==> src/rtl/cpu_pkg.sv <==
// Shared CPU definitions: datapath widths, next-PC select encodings and fetch FSM states.
package cpu_pkg;

    localparam int unsigned XLEN  = 32;
    localparam int unsigned IMM_W = 24;

    localparam logic [1:0] PC_S_SEQ = 2'b00;
    localparam logic [1:0] PC_S_BR  = 2'b01;
    localparam logic [1:0] PC_S_ALU = 2'b10;
    localparam logic [1:0] PC_S_RSV = 2'b11;

    typedef enum logic [1:0] {
        FS_IDLE = 2'b00,
        FS_REQ  = 2'b01,
        FS_DONE = 2'b10
    } fetch_state_t;

endpackage

==> src/rtl/pc_next_sel.sv <==
// Next-PC selection: sequential, PC-relative branch or ALU target, plus the error condition.
module pc_next_sel
    import cpu_pkg::*;
(
    input  logic [XLEN-1:0]  pc,
    input  logic [1:0]       pc_s,
    input  logic [IMM_W-1:0] imm24,
    input  logic [XLEN-1:0]  alu_f,
    output logic [XLEN-1:0]  pc_next,
    output logic             err
);

    logic [XLEN-1:0] pc_seq;
    logic [XLEN-1:0] br_off;

    assign pc_seq = XLEN'(pc + XLEN'(4));
    // Word offset: sign-extend the 24-bit field and scale by 4.
    assign br_off = {{(XLEN-IMM_W-2){imm24[IMM_W-1]}}, imm24, 2'b00};

    always_comb begin
        pc_next = pc;
        err     = 1'b0;
        case (pc_s)
            PC_S_SEQ: pc_next = pc_seq;
            PC_S_BR:  pc_next = XLEN'(pc_seq + br_off);
            PC_S_ALU: begin
                pc_next = {alu_f[XLEN-1:2], 2'b00};
                err     = |alu_f[1:0];
            end
            default:  err = 1'b1;
        endcase
    end

endmodule

==> src/rtl/fetch_unit.sv <==
// Instruction fetch stage: owns PC and IR, fetches over a req/ready handshake.
module fetch_unit
    import cpu_pkg::*;
#(
    parameter logic [31:0] RESET_PC = 32'h0000_0000
) (
    input  logic             clk,
    input  logic             rst,
    input  logic             write_ir,
    input  logic             write_pc,
    input  logic [1:0]       pc_s,
    input  logic [IMM_W-1:0] imm24,
    input  logic [XLEN-1:0]  alu_f,
    input  logic [XLEN-1:0]  imem_rdata,
    input  logic             imem_ready,
    output logic             imem_req,
    output logic [XLEN-1:0]  imem_addr,
    output logic [XLEN-1:0]  I,
    output logic             W_IR_valid,
    output logic [XLEN-1:0]  pc,
    output logic [XLEN-1:0]  fetch_cnt,
    output logic             fetch_err
);

    fetch_state_t    state;
    logic [XLEN-1:0] pc_next;
    logic            sel_err;

    pc_next_sel u_pc_next_sel (
        .pc      (pc),
        .pc_s    (pc_s),
        .imm24   (imm24),
        .alu_f   (alu_f),
        .pc_next (pc_next),
        .err     (sel_err)
    );

    // Request and address decode straight from registered state.
    assign imem_req  = (state == FS_REQ);
    assign imem_addr = pc;

    always_ff @(posedge clk) begin
        if (rst) begin
            state      <= FS_IDLE;
            pc         <= RESET_PC;
            I          <= '0;
            W_IR_valid <= 1'b0;
            fetch_cnt  <= '0;
            fetch_err  <= 1'b0;
        end else begin
            case (state)
                FS_IDLE, FS_DONE: begin
                    if (write_pc) begin
                        pc <= pc_next;
                        if (sel_err) fetch_err <= 1'b1;
                    end
                    if (write_ir) begin
                        state      <= FS_REQ;
                        W_IR_valid <= 1'b0;
                    end
                end
                FS_REQ: begin
                    // Controller strobes are illegal while a fetch is in flight.
                    if (write_ir || write_pc) fetch_err <= 1'b1;
                    if (imem_ready) begin
                        I          <= imem_rdata;
                        pc         <= XLEN'(pc + XLEN'(4));
                        W_IR_valid <= 1'b1;
                        fetch_cnt  <= XLEN'(fetch_cnt + XLEN'(1));
                        state      <= FS_DONE;
                    end
                end
                default: state <= FS_IDLE;
            endcase
        end
    end

endmodule

==> config.mk <==
export PLATFORM = sky130hd
export DESIGN_NAME = fetch_unit
export DESIGN_NICKNAME = d
export VERILOG_FILES = /design/src/rtl/cpu_pkg.sv /design/src/rtl/pc_next_sel.sv /design/src/rtl/fetch_unit.sv
export SDC_FILE = /design/constraint.sdc
export NUM_CORES = 1
export LEC_CHECK = 0
export CORE_MARGIN = 5
export CORE_UTILIZATION = 31
export DETAILED_ROUTE_END_ITERATION = 6
export SLEW_MARGIN = 15
export SYNTH_ARGS = -nofsm -noshare
export SYNTH_HDL_FRONTEND = slang
export SYNTH_SLANG_ARGS = --single-unit
==> constraint.sdc <==
create_clock -name clk -period 3.6 [get_ports clk]
set_clock_uncertainty 0.1 [all_clocks]
set_input_delay 1.08 -clock clk [delete_from_list [all_inputs] [get_ports clk]]
set_output_delay 1.08 -clock clk [all_outputs]
set_load 0.005 [all_outputs]
==> impl_metrics.yaml <==
cells_and_area:
  final_cells: 1506
  layout_common_cells: "clkdlybuf4s50_1, buf_4, nand2_1"
  syn_to_final_growth_pct: 59.76
  fin_nets: 1356
  final_common_cell: "clkdlybuf4s50_1"
  antenna_cells: 0
  drive_above_1_share: 0.2113
  post-route-util: 0.5038
critical_path:
  path_class: "reg2reg"
  path_cells: "inv_2 -> or4_4 -> nor3_4 -> and4_1 -> xor2_1 -> ha_1 -> nand2_1 -> or3_4 -> o32ai_4 -> nor2_2 -> a211oi_2 -> mux2_4 -> o22ai_2"
  crit_path_start_kind: "flip-flop"
  cp_data_required_time_ps: 3770
  critical_path.slowest_cell: "or4_4"
  r2r_setup_slack_ps: -60
  end_kind: "flip-flop"
  crit_fanout: 7
  crit_arrival_ps: 3830
  cp_slowest_stage_delay_ps: 630
  crit_buf_inv: 1
  cp_top_family: "simple AND/OR/NAND/NOR gates"
yosys:
  ys_seq_area_frac: 0.2851
  yosys_warnings: 0
  postSynthAreaPerCell_um2: 7.596
  synth_edf_count: 0
  synth_top_area_cell: "dfxtp_1"
  ys_types: 70
  syn_area_um2: 6882
  synth_cells: 906
  netlist.area_leader.share: 0.2851
  synth_flop_cell: "dfxtp_1"
  synthTopCellsByArea: "dfxtp_1, ha_1, nand2_1"
  synth-seq-cells: 98
  synthArstFlopShare: 0
drt:
  first_iter_violations: 477
  via_per_inst: 5.145
  drtPass1Iterations: 5
  drc_errors: 0
  ant_nets: 0
  wl_per_cell_um: 17.31
  drt-total-wl_mm: 26.07
  vias: 7749
sta:
  fin_ws_ps: -58.40
  max_freq_mhz: 273.3
  rsz0062_at_grt: "true"
  setup_viol: 2
  period_share: 1.016
  period_minus_slack_ps: 3658
  hold_violations: 0
  relSlewSlack: 0.4323
  drv_slew: 0
  tightest_slew_ps: 851.6
  fin_setup_tns_ps: -68.48
global_route:
  grt_overflow_total: 0
  grt_usage: 0.1962
  grt_pass1_vias: 7606
  grt_first_pass_wirelength_mm: 41.12
  antenna_found_initial: 0
  grt_max_degree: 75
clock_network:
  clockBufferDepth: 2
  cts_htree_levels: 3
  clkTransAtPathRegs_ps: 80
  cts_buffers: 9
  cts_tree: "done"
  clock-sinks: 98
  clock_latency_ps: 360
  ctsHoldBuffers: 0
  cts-root-buf: "clkbuf_16"
place:
  dp_cells: 1479
  portBuffers: 221
  dp.final_hpwl_mm: 19.58
  gp_congestion: 0.8779
pwr:
  p_seq_frac: 0.345
  ir_drop_mv: 0.2548
  power_frac_comb: 0.359
  clock_power_share: 0.296
  switching_share: 0.3355
  power_switching_mw: 1.151
  intPower_mw: 2.279
  p_leak_nw: 4.513
  power_density_nw_per_um2: 312.0
floorplanning:
  core_area_um2: 21820
  die_h_um: 159.0
  start_util: 0.3153
  die-area_um2: 25280
  die_x_um: 159.0
  io_pins: 226
  core.rowCount: 54
outcome:
  status: "finished with violations"
  violations: "negative setup slack"
flow_run:
  cap_violations: 0
worst_hold_path:
  hold_path_class: "reg2reg"
[path summary, 6_finish.rpt]
check,from,to,cells after the start
max,imem_addr[9]$_SDFFE_PP0P_,imem_addr[29]$_SDFFE_PP0P_,13
min,fetch_err$_SDFFE_PP0P_,fetch_err$_SDFFE_PP0P_,2
max reg2reg,imem_addr[9]$_SDFFE_PP0P_,imem_addr[29]$_SDFFE_PP0P_,13
min reg2reg,fetch_err$_SDFFE_PP0P_,fetch_err$_SDFFE_PP0P_,2
[through the flow]
step / hold slack, ps / total power [mW] / instance area (um2) / worst slack [ps]
2_1_floorplan: 342.1 / 1.769 / 6974 / -50.28
3_3_place_gp: 335.4 / 2.327 / 10220 / -349.6
3_5_place_dp: 336.2 / 2.336 / 10220 / -439.2
4_1_cts: 348.7 / 3.429 / 10870 / -144.8
5_1_grt: 368.2 / 3.622 / 10990 / -228.1
6_report: 345.3 / 3.430 / 10990 / -58.40
[power by group through the flow]
stage	Sequential (mW)	Combinational, mW	Clock (mW)
2_1_floorplan	1.21	0.557	0
3_3_place_gp	1.21	1.12	0
3_5_place_dp	1.21	1.13	0
4_1_cts	1.18	1.20	1.05
5_1_grt	1.19	1.33	1.10
6_report	1.19	1.23	1.01
[per-layer routing]
| layer | vias up | GRT usage | routed length, um |
|---|---|---|---|
| met4 | 0 | 0.04188 | 371 |
| met5 | - | 0 | 0 |
| met1 | 3667 | 0.2553 | 11790 |
| met3 | 24 | 0.05333 | 1682 |
| met2 | 215 | 0.3271 | 12230 |
| li1 | 3843 | - | - |
[synthesized netlist by cell type (5+ instances only)]
master,number
a21oi_1,93
inv_1,18
or3_1,8
nand2b_1,7
nand3_1,32
o21ai_0,42
buf_1,5
nand4_1,18
o21a_1,6
nor3_1,23
o211ai_1,11
xnor2_1,35
a211oi_1,6
dfxtp_1,98
a22oi_1,8
and4_1,8
nand2_1,129
nor2_1,74
a221oi_1,12
xor2_1,36
a21o_1,22
buf_4,34
a31oi_1,6
and3_1,14
ha_1,39
o22ai_1,11
clkbuf_1,38
[repair_timing]
action,CTS,global route
setup buffers,12,1
resized for setup,54,31
setup endpoints to repair,14,18
cloned,0,0
pin swaps,41,28
[worst reg2reg max path: stages, from the launching register on]
cell and delay, ps:
dfxtp_2 340, inv_2 40, or4_4 630, nor3_4 280, and4_1 260, xor2_1 90, ha_1 360, nand2_1 90
or3_4 370, o32ai_4 190, nor2_2 80, a211oi_2 230, mux2_4 330, o22ai_2 170
[area by class of cell]
cell class | instances | area (um2)
Multi-Input combinational cell | 711 | 4862
Clock inverter | 7 | 81.33
Inverter | 20 | 75.07
Clock buffer | 9 | 225.2
Sequential cell | 98 | 1969
Tap cell | 280 | 350.3
Timing Repair Buffer | 381 | 3431
Fill cell | 2068 | 10830
[logic make-up (layout without fill, tap and decap cells)]
kind of cell	Yosys count	in the layout	share of synthesized area
other	1	4	0.0005449
multiplexers	5	5	0.007455
adder cells (fa/ha/maj)	40	40	0.07382
XOR/XNOR	73	73	0.09509
flip-flops	98	98	0.2851
AND/OR/NAND/NOR	342	342	0.2384
buffers and inverters	100	417	0.07454
AO/OA/AOI/OAI	247	247	0.2251
[sequential cells by signal, summed over array words and instances, names as in the netlist]
signal	flops
fetch_cnt	32
state	2
W_IR_valid	1
I	32
fetch_err	1
imem_addr	30
No activity file was read; power rests on OpenSTA's default activity.
